## config.mk

```make
export PLATFORM = sky130hd
export DESIGN_NAME = matrix_print_ctrl
export DESIGN_NICKNAME = d
export VERILOG_FILES = /design/src/rtl/matrix_print_ctrl_pkg.sv /design/src/rtl/matrix_addr_walker.sv /design/src/rtl/matrix_print_ctrl.sv
export SDC_FILE = /design/constraint.sdc
export NUM_CORES = 1
export LEC_CHECK = 0
export CAP_MARGIN = 10
export CELL_PAD_IN_SITES_DETAIL_PLACEMENT = 2
export CELL_PAD_IN_SITES_GLOBAL_PLACEMENT = 2
export CORE_MARGIN = 1
export CORE_UTILIZATION = 30
export CTS_CLUSTER_DIAMETER = 120
export DETAILED_ROUTE_END_ITERATION = 8
export GPL_TIMING_DRIVEN = 0
export HOLD_SLACK_MARGIN = 0.08
export PLACE_DENSITY = 0.81
export SYNTH_ARGS = -nofsm -noshare
export SYNTH_HDL_FRONTEND = slang
export SYNTH_HIERARCHICAL = 1
export SYNTH_SLANG_ARGS = --single-unit
export TNS_END_PERCENT = 1
```

## constraint.sdc

```tcl
create_clock -name clk -period 3.15 [get_ports clk]
set_input_delay 0.63 -clock clk [delete_from_list [all_inputs] [get_ports clk]]
set_output_delay 0.63 -clock clk [all_outputs]
set_load 0.005 [all_outputs]
```

## src/rtl/matrix_print_ctrl_pkg.sv

```systemverilog
// matrix_print_ctrl_pkg: types and constants shared by the matrix print sequencer.
// Latency: n/a (declarations only).
// Backpressure: n/a.
//
// Contents: matrix element type, legal dimension limits, the print FSM state
// encoding and a helper that validates requested dimensions.
package matrix_print_ctrl_pkg;

    localparam int MAX_ROWS = 5;
    localparam int MAX_COLS = 5;
    localparam int ELEM_W   = 8;

    typedef logic signed [ELEM_W-1:0] matrix_element_t;

    typedef enum logic [2:0] {
        ST_IDLE    = 3'd0,
        ST_RD      = 3'd1,
        ST_LATCH   = 3'd2,
        ST_SEND    = 3'd3,
        ST_WAIT    = 3'd4,
        ST_TRAIL   = 3'd5,
        ST_WAIT_NL = 3'd6,
        ST_FINISH  = 3'd7
    } print_state_t;

    // A matrix is printable only if both dimensions are in 1..max.
    function automatic logic dims_ok(input logic [2:0] r, input logic [2:0] c,
                                     input int max_r, input int max_c);
        return (r != 3'd0) && (c != 3'd0) &&
               (int'(r) <= max_r) && (int'(c) <= max_c);
    endfunction

endpackage

```

## src/rtl/matrix_addr_walker.sv

```systemverilog
// matrix_addr_walker: row-major row/col counter and storage address generator.
// Latency: address updates the cycle after clear/step.
// Backpressure: none; advances only when the sequencer pulses step.
//
// Ports:
//   clk, rst      clock, synchronous active-high reset
//   clear         restart the walk at element (0,0)
//   step          advance to the next element in row-major order
//   rows, cols    latched matrix dimensions
//   addr          registered storage address row*MAX_COLS+col
//   last_col      current element is the last one of its row
//   last_elem     current element is (rows-1, cols-1)
module matrix_addr_walker #(
    parameter int MAX_COLS = 5,
    parameter int ADDR_W   = 5
) (
    input  logic              clk,
    input  logic              rst,
    input  logic              clear,
    input  logic              step,
    input  logic [2:0]        rows,
    input  logic [2:0]        cols,
    output logic [ADDR_W-1:0] addr,
    output logic              last_col,
    output logic              last_elem
);

    logic [2:0]        row;
    logic [2:0]        col;
    // Address of column 0 in the current row; kept incrementally so no
    // multiplier sits in the address path.
    logic [ADDR_W-1:0] row_base;

    assign last_col  = (col == cols - 3'd1);
    assign last_elem = last_col && (row == rows - 3'd1);

    always_ff @(posedge clk) begin
        if (rst || clear) begin
            row      <= 3'd0;
            col      <= 3'd0;
            row_base <= '0;
            addr     <= '0;
        end else if (step) begin
            if (last_col) begin
                // Wrap: storage stride is MAX_COLS regardless of cols.
                col      <= 3'd0;
                row      <= row + 3'd1;
                row_base <= row_base + ADDR_W'(MAX_COLS);
                addr     <= row_base + ADDR_W'(MAX_COLS);
            end else begin
                col  <= col + 3'd1;
                addr <= addr + ADDR_W'(1);
            end
        end
    end

endmodule

```

## src/rtl/matrix_print_ctrl.sv

```systemverilog
// matrix_print_ctrl: walks a stored matrix row-major and feeds each element to the UART sender.
// Latency: start -> mem_rd_en +1, -> snd_start/snd_data +3; final snd_done -> done +1.
// Backpressure: one element in flight; the next read waits for the sender's snd_done.
//
// Ports:
//   clk, rst                  clock, synchronous active-high reset
//   start, rows, cols,        print request with dimensions and optional
//   trail_nl                  trailing blank line (latched on accept)
//   abort                     stop at the next element boundary
//   mem_rd_en, mem_addr,      storage read port; mem_rdata is valid the
//   mem_rdata                 cycle after mem_rd_en
//   snd_start, snd_data,      sender request; payload held stable from
//   snd_last_col, snd_newline snd_start until snd_done
//   snd_done                  sender completion pulse
//   busy, done, err           status; err pulses with done on bad dims
module matrix_print_ctrl #(
    parameter int MAX_ROWS = 5,
    parameter int MAX_COLS = 5,
    parameter int DATA_W   = 8,
    parameter int ADDR_W   = 5
) (
    input  logic              clk,
    input  logic              rst,
    input  logic              start,
    input  logic [2:0]        rows,
    input  logic [2:0]        cols,
    input  logic              trail_nl,
    input  logic              abort,
    output logic              mem_rd_en,
    output logic [ADDR_W-1:0] mem_addr,
    input  logic [DATA_W-1:0] mem_rdata,
    output logic              snd_start,
    output logic [DATA_W-1:0] snd_data,
    output logic              snd_last_col,
    output logic              snd_newline,
    input  logic              snd_done,
    output logic              busy,
    output logic              done,
    output logic              err
);

    import matrix_print_ctrl_pkg::*;

    print_state_t state;
    logic [2:0]   rows_q;
    logic [2:0]   cols_q;
    logic         trail_q;
    logic         abort_pend;

    logic         dims_bad;
    logic         abort_now;
    logic         walk_clear;
    logic         walk_step;
    logic         last_col;
    logic         last_elem;

    assign dims_bad  = !dims_ok(rows, cols, MAX_ROWS, MAX_COLS);
    // An abort arriving with snd_done must still win, so look at the raw
    // input as well as the pending flag.
    assign abort_now = abort_pend || abort;

    assign walk_clear = (state == ST_IDLE) && start && !dims_bad;
    assign walk_step  = (state == ST_WAIT) && snd_done && !abort_now && !last_elem;

    matrix_addr_walker #(
        .MAX_COLS (MAX_COLS),
        .ADDR_W   (ADDR_W)
    ) u_walker (
        .clk       (clk),
        .rst       (rst),
        .clear     (walk_clear),
        .step      (walk_step),
        .rows      (rows_q),
        .cols      (cols_q),
        .addr      (mem_addr),
        .last_col  (last_col),
        .last_elem (last_elem)
    );

    always_ff @(posedge clk) begin
        if (rst) begin
            state        <= ST_IDLE;
            rows_q       <= 3'd0;
            cols_q       <= 3'd0;
            trail_q      <= 1'b0;
            abort_pend   <= 1'b0;
            mem_rd_en    <= 1'b0;
            snd_start    <= 1'b0;
            snd_data     <= '0;
            snd_last_col <= 1'b0;
            snd_newline  <= 1'b0;
            busy         <= 1'b0;
            done         <= 1'b0;
            err          <= 1'b0;
        end else begin
            // Remember an abort seen anywhere in the print; acted on only
            // once the element or newline in flight has completed.
            if (busy && abort) begin
                abort_pend <= 1'b1;
            end

            case (state)
                ST_IDLE: begin
                    if (start) begin
                        if (dims_bad) begin
                            err   <= 1'b1;
                            done  <= 1'b1;
                            state <= ST_FINISH;
                        end else begin
                            rows_q    <= rows;
                            cols_q    <= cols;
                            trail_q   <= trail_nl;
                            busy      <= 1'b1;
                            mem_rd_en <= 1'b1;
                            state     <= ST_RD;
                        end
                    end
                end

                ST_RD: begin
                    mem_rd_en <= 1'b0;
                    state     <= ST_LATCH;
                end

                ST_LATCH: begin
                    // Storage data is valid now, one cycle after the strobe.
                    snd_data     <= mem_rdata;
                    snd_last_col <= last_col;
                    snd_newline  <= 1'b0;
                    snd_start    <= 1'b1;
                    state        <= ST_SEND;
                end

                ST_SEND: begin
                    snd_start <= 1'b0;
                    state     <= ST_WAIT;
                end

                ST_WAIT: begin
                    if (snd_done) begin
                        if (abort_now || (last_elem && !trail_q)) begin
                            done  <= 1'b1;
                            busy  <= 1'b0;
                            state <= ST_FINISH;
                        end else if (last_elem) begin
                            snd_newline <= 1'b1;
                            snd_start   <= 1'b1;
                            state       <= ST_TRAIL;
                        end else begin
                            mem_rd_en <= 1'b1;
                            state     <= ST_RD;
                        end
                    end
                end

                ST_TRAIL: begin
                    snd_start <= 1'b0;
                    state     <= ST_WAIT_NL;
                end

                ST_WAIT_NL: begin
                    if (snd_done) begin
                        done  <= 1'b1;
                        busy  <= 1'b0;
                        state <= ST_FINISH;
                    end
                end

                ST_FINISH: begin
                    done        <= 1'b0;
                    err         <= 1'b0;
                    snd_newline <= 1'b0;
                    abort_pend  <= 1'b0;
                    state       <= ST_IDLE;
                end

                default: begin
                    state <= ST_IDLE;
                end
            endcase
        end
    end

endmodule
```

# [Word level (Yosys, flattened, before mapping)]
# Index checks and enable logic that the tools add are counted.
[totals] ff_bits=42 input_bits=20 output_inout_bits=20 wordCells=112
[op_classes] addsub=6 n_lt_le_gt_ge=2 eq_ne=18 muxes=31 reduce_logical=38
[op_table] operator="3-bit one-hot mux with 8 select lines" n=1
[op_table] operator="3-bit 2-to-1 mux" n=7
[op_table] operator="6-bit AND reduction" n=3
[op_table] operator="1-bit 2-to-1 mux" n=16
[op_table] operator="3-bit nonzero test" n=5
[op_table] operator="2-bit inequality test (second input constant)" n=7
[op_table] operator="3-bit == test (second input constant)" n=4
[op_table] operator="1-bit logical AND" n=11
[op_table] operator="1-bit one-hot mux with 3 select lines" n=3
[op_table] operator="3-bit AND reduction" n=3
[op_table] operator="4-bit AND reduction" n=2
[op_table] operator="3-bit by 1-bit adder with 3-bit output (second input constant)" n=2
[op_table] operator="3-bit by 2-bit == test with 1-bit output (second input constant)" n=2
[op_table] operator="3-bit == test" n=2
[op_table] operator="3-bit less-or-equal comparator (second input constant)" n=2
[op_table] operator="2-bit OR reduction" n=3
[op_table] operator="3-bit by 1-bit subtractor with 3-bit output (second input constant)" n=2
[op_table] operator="5-bit by 1-bit adder with 5-bit output (second input constant)" n=1
[op_table] operator="5-bit by 3-bit adder with 5-bit output (second input constant)" n=1
[op_table] operator="5-bit 2-to-1 mux" n=1
[op_table] operator="2-bit by 1-bit inequality test with 1-bit output (second input constant)" n=2
[op_table] operator="1-bit one-hot mux with 2 select lines" n=2
[op_table] operator="1-bit one-hot mux with 4 select lines" n=1
[op_table] operator="2-bit nonzero test" n=2
[op_table] operator="other kinds (6)" n=10

# [Longest topological paths before layout]
# Gate-level depths: netlist of the first run.
[logic_depth] depth_word=8 depth_mapped=13 mapped_depth_nobuf=12

# [By module]
# The synthesis of the first run kept the hierarchy.
[modules_own_cells] module="matrix_print_ctrl" instances=1 cells_each=141 area_per_inst_um2=1191.1 seq_area_each_um2=520.5
[modules_own_cells] module="matrix_addr_walker" instances=1 cells_each=105 area_per_inst_um2=888.4 seq_area_each_um2=320.3

# [Worst setup path before layout of the first run]
# Ideal clock, no wire load.
[synth_timing] kind="reg2reg" start="register cols_q[0]" end="register u_walker.addr[0]" arrival_time_ns=2.559 required_ns=3.088 slack_ns=0.529 path_stages_with_launch=13 path_buffers=1 period_less_slack_ns=2.621 path_cell_list="dfxtp_1 inv_1 ha_1 xor2_1 nand3_2 nor4_1 nor4_1 nand2_1 nor2_1 clkbuf_1 clkinv_1 or4_1 nand3_1"
[synth_via] elab_chain_len=5 elab_cells_between_ends=6 cone_classes="1 x add/sub; 1 x eq/ne; 1 x mux; 3 x reduce/logical"
[synth_lines] element="start, declared" line_no="matrix_print_ctrl.sv:46" rtl="logic [2:0] cols_q;"
[synth_lines] element="start signal, assigned" line_no="matrix_print_ctrl.sv:111" rtl="cols_q <= cols;"
[synth_lines] element="3-bit by 1-bit subtractor with 3-bit output" line_no="matrix_addr_walker.sv:34" rtl="assign last_col = (col == cols - 3'd1);"
[synth_lines] element="3-bit == test" line_no="matrix_addr_walker.sv:34"
[synth_lines] element="1-bit logical AND" line_no="matrix_addr_walker.sv:35" rtl="assign last_elem = last_col && (row == rows - 3'd1);"
[synth_lines] element="via last_elem" line_no="matrix_print_ctrl.sv:55" rtl="logic last_elem;"
[synth_lines] element="1-bit zero test" line_no="matrix_print_ctrl.sv:63" rtl="assign walk_step = (state == ST_WAIT) && snd_done && !abort_now && !last_elem;"
[synth_lines] element="1-bit logical AND" line_no="matrix_print_ctrl.sv:63"
[synth_lines] element="via walk_step" line_no="matrix_print_ctrl.sv:53" rtl="logic walk_step;"
[synth_lines] element="end signal, assigned" line_no="matrix_addr_walker.sv:49" rtl="addr <= row_base + ADDR_W'(MAX_COLS);"
[synth_lines] element="end signal, assigned" line_no="matrix_addr_walker.sv:52" rtl="addr <= addr + ADDR_W'(1);"
[synth_lines] element="end, declared" line_no="matrix_addr_walker.sv:23" rtl="output logic [ADDR_W-1:0] addr,"
# The timed path passes the listed nets, and every way through them passes these cells.
# A chain may end at the register's enable or synchronous reset.

# [Worst setup path after layout of the first run]
[layout_timing] start="register cols_q[0]" end="register u_walker.row_base[0]"
[layout_via] elab_chain_len=6
[layout_lines] element="3-bit by 1-bit subtractor with 3-bit output" line_no="matrix_addr_walker.sv:34"
[layout_lines] element="3-bit == test" line_no="matrix_addr_walker.sv:34"
[layout_lines] element="1-bit logical AND" line_no="matrix_addr_walker.sv:35"
[layout_lines] element="via last_elem" line_no="matrix_print_ctrl.sv:55"
[layout_lines] element="1-bit zero test" line_no="matrix_print_ctrl.sv:63"
[layout_lines] element="1-bit logical AND" line_no="matrix_print_ctrl.sv:63"
[layout_lines] element="via walk_step" line_no="matrix_print_ctrl.sv:53"
[layout_lines] element="2-bit AND reduction (no source line)"
[layout_lines] element="end signal, assigned" line_no="matrix_addr_walker.sv:48" rtl="row_base <= row_base + ADDR_W'(MAX_COLS);"
[layout_lines] element="end, declared" line_no="matrix_addr_walker.sv:32" rtl="logic [ADDR_W-1:0] row_base;"
# The timed path passes the listed nets, and every way through them passes these cells.

==> metrics, run 1 <==
Final nets=319; CTS tree=yes; Net Sw Power=0.6584 mW; initial antenna violation count=0; clock buffer depth=2; Inst Count DP=362; Syn Nets=272; power density cells=632.8 mW/mm²; Final Max Tran Viols=0; hold buffers post-CTS=0; gr ovfl total=0; Core ar.=0.006531 mm²; xor/xnor share of the synthesized area=0.06980; GRT Overall Usage=0.1813; top-count cell post-synth=dfxtp_1; Worst Hold Class=register to register; I/O pin count=40; largest family of logic cells by synthesized area=simple AND/OR/NAND/NOR gates; Buf+Inv Stages, Crit Path=3; clock power share=0.220; critical path arrival=3.16 ns; first-pass GRT wire length=10,360 µm; worst skew pair latency=0.31 ns; Worst Hold Depth=2; die width=85.26 µm; PortBufs=39; CP Capture Type=register; flop-to-flop setup slack=0.22 ns; post-synthesis mux area share=0.03851; detailed router's first-iteration violation count=44; switch share=0.3838; TNS Setup=0 ns; Reg clk slew, reported paths=0.10 ns; First-pass DRT Iterations=4; library cells used by synthesis=49; number of global-route vias before repair=2,154; Synth Warn #=6; Hold EP=snd_data[4]$_SDFFE_PP0P_; DR WL/cell=16.67 µm; Yosys top cell area share=0.4043; Final Wtd Congestion=0.7612; Initial Util=0.3184; critical path cell sequence=inv_1, ha_1, xor2_2, nand3_4, nor4_4, nor4_2, nand2_1, nor2_1, clkbuf_2, nand4_1, buf_4, or3_1, o21ai_0; Slew @ Worst Pin=0.6622 ns; worst path required time=3.38 ns; Remaining DRCs=0; VDD IR max=0.2122 mV; Routed Antenna Nets=0; reg2reg start=cols_q[0]$_SDFFE_PP0P_; R2R Path End=u_walker/row_base[0]$_SDFFE_PP0P_; largest net degree at the start of global routing=16; top cells by area, synth=dfxtp_1, nand2_1, a21oi_1; CP max-delay cell=dfxtp_1; slowest stage delay, CP=0.37 ns; routed via count=1,985; prevailing post-synth register cell=dfxtp_1; Seq pwr share=0.382; Mean Syn Cell Area=8.453 µm²; Int Pwr=1.057 mW; commonest cells in the netlist=dfxtp_1, nand2_1, a21oi_1, nor2_1, o21ai_0; CTS root buf=clkbuf_8; Leakage=0.9548 nW; Post-synth EDFFs=0; cell accounting for the most synthesized area=dfxtp_1; Mapped Cells=246; Max-slew headroom=0.5569; worst-path fanout max=8; Final HPWL DP=4631 µm; status=finished clean; Max-Cap Viols=0; fin crit share=0.9305; Antenna Cells=0; min Tclk post-route=2.931 ns; Storage cell area=840.8 µm²; Comb pwr share=0.398; Netlist Area Pre-Place=0.002079 mm²; CP delay by family, top=simple AND/OR/NAND/NOR gates; Sink Count=42; Final Util=0.4151; die height=85.26 µm; hold_sp=snd_data[4]$_SDFFE_PP0P_; vias per cell=5.350; setup violators final=0; Final Hold Fails=0; Area Overhead vs Synth=30.39%; R2R depth=13; Fmax=0.3412 GHz; kind of critical path=register to register; FP Rows=29; Multi-input gate area=0.001180 mm²; fraction of layout cells with a size suffix above 1=0.1156; Post-synth ARST share=0; CTS buffer count=5; Yosys reg bits=42; Simple-Gate Fraction of Synth Area=0.2226; H-tree levels=2; die area=0.007268 mm²; startpoint types=register; final std cells w/o fill=371; post-synthesis adder-cell area fraction=0.03610; Synth Area in Compound Gates=0.1829; drt total wl=6184 µm; Fin Clk Skew=0.01369 ns; post-synthesis sequential area ratio=0.4043; Fillers=723
## how the worst max path moves through the flow
| stage | from | end | slack, ns | cells after the start |
|---|---|---|---|---|
| final | cols_q[0]$_SDFFE_PP0P_ | u_walker/row_base[0]$_SDFFE_PP0P_ | 0.22 | 13 |
| after global placement | cols_q[0]$_SDFFE_PP0P_ | u_walker/row_base[1]$_SDFFE_PP0P_ | -0.09 | 13 |
| after CTS | cols_q[0]$_SDFFE_PP0P_ | u_walker/addr[0]$_SDFFE_PP0P_ | -0.0003 | 12 |
| after floorplan | cols_q[0]$_SDFFE_PP0P_ | u_walker/addr[0]$_SDFFE_PP0P_ | 0.53 | 12 |
| after detailed placement | cols_q[0]$_SDFFE_PP0P_ | u_walker/addr[0]$_SDFFE_PP0P_ | -0.16 | 12 |
| after global routing | cols_q[0]$_SDFFE_PP0P_ | u_walker/row_base[0]$_SDFFE_PP0P_ | -0.001 | 13 |
## cells by family after synthesis
logic type      Yosys count
flops                    42
xor+xnor                 15
simple gates             95
mux                       8
fa+ha+maj                 6
buf+inv                  23
compound gates           57
## repair_timing
item | 4_1_cts | 5_1_grt
pin swaps | 0 | 1
resized for setup | 2 | 7
buffers inserted | 0 | 1
endpoints found under the setup margin | 14 | 14
endpoints found under the hold margin | 0 | 0
## tightest hold or removal path: cells and delay by family, from the launching register on
family	cells	cell delay [ns]
compound gates	1	0.05
flops	1	0.32
simple gates	1	0.05
## metrics by stage
step	area, µm²	hold slack, ns	power (mW)	setup WS, ns
finish	2711	0.4613	1.716	0.2189
floorplan	2079	0.4527	1.085	0.5291
detailed placement	2566	0.4521	1.345	-0.1556
global route	2711	0.5010	1.840	-0.001243
global placement	2566	0.4425	1.308	-0.08816
CTS	2673	0.4666	1.734	-0.0002620
## state kept, by name, indices dropped and copies added, names as in the netlist, 3 cells and up
signal / count
state: 3
rows_q: 3
snd_data: 8
u_walker/col: 3
u_walker/addr: 5
cols_q: 3
u_walker/row_base: 5
u_walker/row: 3
## power groups by stage
stage / Sequential, mW / Combinational [mW] / Clock [mW]
finish: 0.655 / 0.684 / 0.377
global route: 0.666 / 0.762 / 0.413
CTS: 0.657 / 0.684 / 0.393
detailed placement: 0.669 / 0.676 / 0
global placement: 0.664 / 0.644 / 0
floorplan: 0.662 / 0.423 / 0
## area by class of cell
cell class                      instances  share of cell area
Timing Repair Buffer                   40              0.1467
Tap cell                               77             0.03553
Sequential cell                        42              0.3101
Clock buffer                            5             0.02538
Inverter                               11             0.01661
Buffer                                 12             0.02123
Clock inverter                          3            0.009229
Multi-Input combinational cell        181              0.4352
## routing by layer
metal / global-route usage / vias up / share of wire
li1: - / 955 / -
met5: 0 / - / 0
met4: 0.03182 / 0 / 0.0073
met3: 0.04086 / 4 / 0.031
met2: 0.3475 / 31 / 0.55
met1: 0.2064 / 995 / 0.41
## layout by cell type, fill, tap and decap left out, drive strengths merged, types with 8 or more instances in the layout
master | Yosys | layout
clkdlybuf4s50 | 0 | 39
nand3 | 8 | 8
xnor2 | 8 | 8
dfxtp | 42 | 42
inv | 10 | 11
mux2i | 8 | 8
or3 | 8 | 8
nand2 | 34 | 34
nor2 | 25 | 25
o21ai | 13 | 13
clkbuf | 5 | 11
a21oi | 24 | 24
(Power assumes the default switching activity.)
==> inputs of run 2 (changes only) <==
Settings changed: GPL_TIMING_DRIVEN 0 to not set, SLEW_MARGIN set to 20.
==> metrics, run 2 (same netlist as run 1, synthesis figures left out) <==
Final nets=315; critical path startpoint=rows_q[0]$_SDFFE_PP0P_; most frequent cells in the layout=dfxtp_1, clkdlybuf4s50_1, nand2_1, nor2_1, a21oi_1; kind of critical path=register to register; Area Overhead vs Synth=31.53%; Final Max Tran Viols=0; post-CTS setup buffers=0; Core ar.=0.006531 mm²; cts repair resizes=0; Slew @ Worst Pin=0.6785 ns; Buf+Inv Stages, Crit Path=2; vias per cell=5.341; setup violators final=0; Inst Count DP=359; gr ovfl total=0; routed via count=1,960; largest net degree at the start of global routing=27; RSZ-0062 raised after global routing=no; startpoint types=register; Remaining DRCs=0; final std cells w/o fill=367; worst path required time=3.39 ns; R2R depth=12; die width=85.26 µm; first-pass GRT wire length=10,270 µm; PortBufs=39; Fin Clk Skew=0.01022 ns; Reg clk slew, reported paths=0.08 ns; DR WL/cell=16.65 µm; Biggest register=snd_data; die area=0.007268 mm²; critical path arrival=3.09 ns; CP Capture Type=register; Antenna Cells=0; critical path cell sequence=inv_1, ha_1, xnor2_1, xnor2_1, nor4_2, nor4_2, nand2_1, nor2_1, clkinv_1, nor4b_1, o21ai_0, nand2_1; fraction of layout cells with a size suffix above 1=0.1172; Routed Antenna Nets=0; reg2reg start=rows_q[0]$_SDFFE_PP0P_; Worst Hold Depth=2; CP delay by family, top=simple AND/OR/NAND/NOR gates; Max-Cap Viols=0; CTS buffer count=5; cell depth of the worst setup path=12; FP Rows=29; commonest non-fill, non-tap cell in the layout=dfxtp_1; Max-slew headroom=0.5470; CTS tree=yes; detailed router's first-iteration violation count=38; biggest regs=snd_data x8, u_walker/addr x5, u_walker/row_base x5; placed cell areas=0.002580 mm²; TNS Setup=0 ns; min Tclk post-route=2.842 ns; hold_sp=snd_data[6]$_SDFFE_PP0P_; Worst Hold Class=register to register; power density cells=678.9 mW/mm²; hold buffers post-CTS=0; fin area=0.002735 mm²; Final Hold Fails=0; Final Wtd Congestion=0.7778; fin crit share=0.9022; die height=85.26 µm; slowest stage delay, CP=0.53 ns; H-tree levels=2; drt total wl=6111 µm; CP max-delay cell=nor4b_1; worst-path fanout max=8; Final HPWL DP=4350 µm; First-pass DRT Iterations=4; Fmax=0.3519 GHz; I/O pin count=40; worst hold slack=0.4581 ns; max reg flops=8; Leakage=0.9715 nW; Sink Count=42; worst skew pair latency=0.30 ns; Initial Util=0.3184; clock buffer depth=2; CTS root buf=clkbuf_8; status=finished clean; initial antenna violation count=0; number of global-route vias before repair=2,130; GRT Overall Usage=0.1831; VDD IR max=0.2814 mV
[run 2: cell types whose count changed in the layout (fill, tap and decap cells not counted), sizes merged]
cell      previous run  this run
clkbuf              11         6
inv                 11        10
clkinvlp             2         0
buf                  7         9
bufinv               0         2
[run 2: report_power, final]
part	leakage, nW	total [mW]	internal [mW]	switching [mW]
Clock	0.0714	0.533	0.338	0.195
Sequential	0.341	0.709	0.607	0.102
Combinational	0.559	0.615	0.283	0.332
Total	0.972	1.86	1.23	0.629
[run 2: layer usage]
metal	share of wire	wire (µm)	track usage	vias to the layer above
li1	-	-	-	945
met1	0.42	2596	0.2010	975
met2	0.52	3205	0.3402	32
met3	0.033	200	0.04669	8
met4	0.018	108	0.06515	0
met5	0	0	0	-
[run 2: final cells by class]
class | instances | area (µm²)
fillers | 758 | 3796
multi-input cells | 181 | 1156
flip-flops and latches | 42 | 840.8
repair buffers | 48 | 457.9
well taps | 77 | 96.34
clock buffers | 6 | 82.58
clock inverters | 2 | 60.06
inverters | 11 | 41.29
[run 2: worst min-delay path, cell delays in order (launching register included)]
cell     delay, ns
dfxtp_1       0.31
nand2_1       0.05
a21oi_1       0.05
[run 2: worst paths after layout]
check | end | slack, ns
setup / recovery | u_walker/col[2]$_SDFFE_PP0P_ | 0.31
hold / removal | snd_data[6]$_SDFFE_PP0P_ | 0.46
setup reg to reg | u_walker/col[2]$_SDFFE_PP0P_ | 0.31
hold reg to reg | snd_data[6]$_SDFFE_PP0P_ | 0.46
[run 2: stage by stage]
step	util	total power [mW]	setup slack [ns]
after global placement	0.3950	1.304	0.3257
after CTS	0.4169	1.879	0.2088
after global routing	0.4188	1.976	0.05700
after floorplan	-	1.085	0.5291
after detailed placement	0.3950	1.325	0.2850
final	0.4188	1.857	0.3079
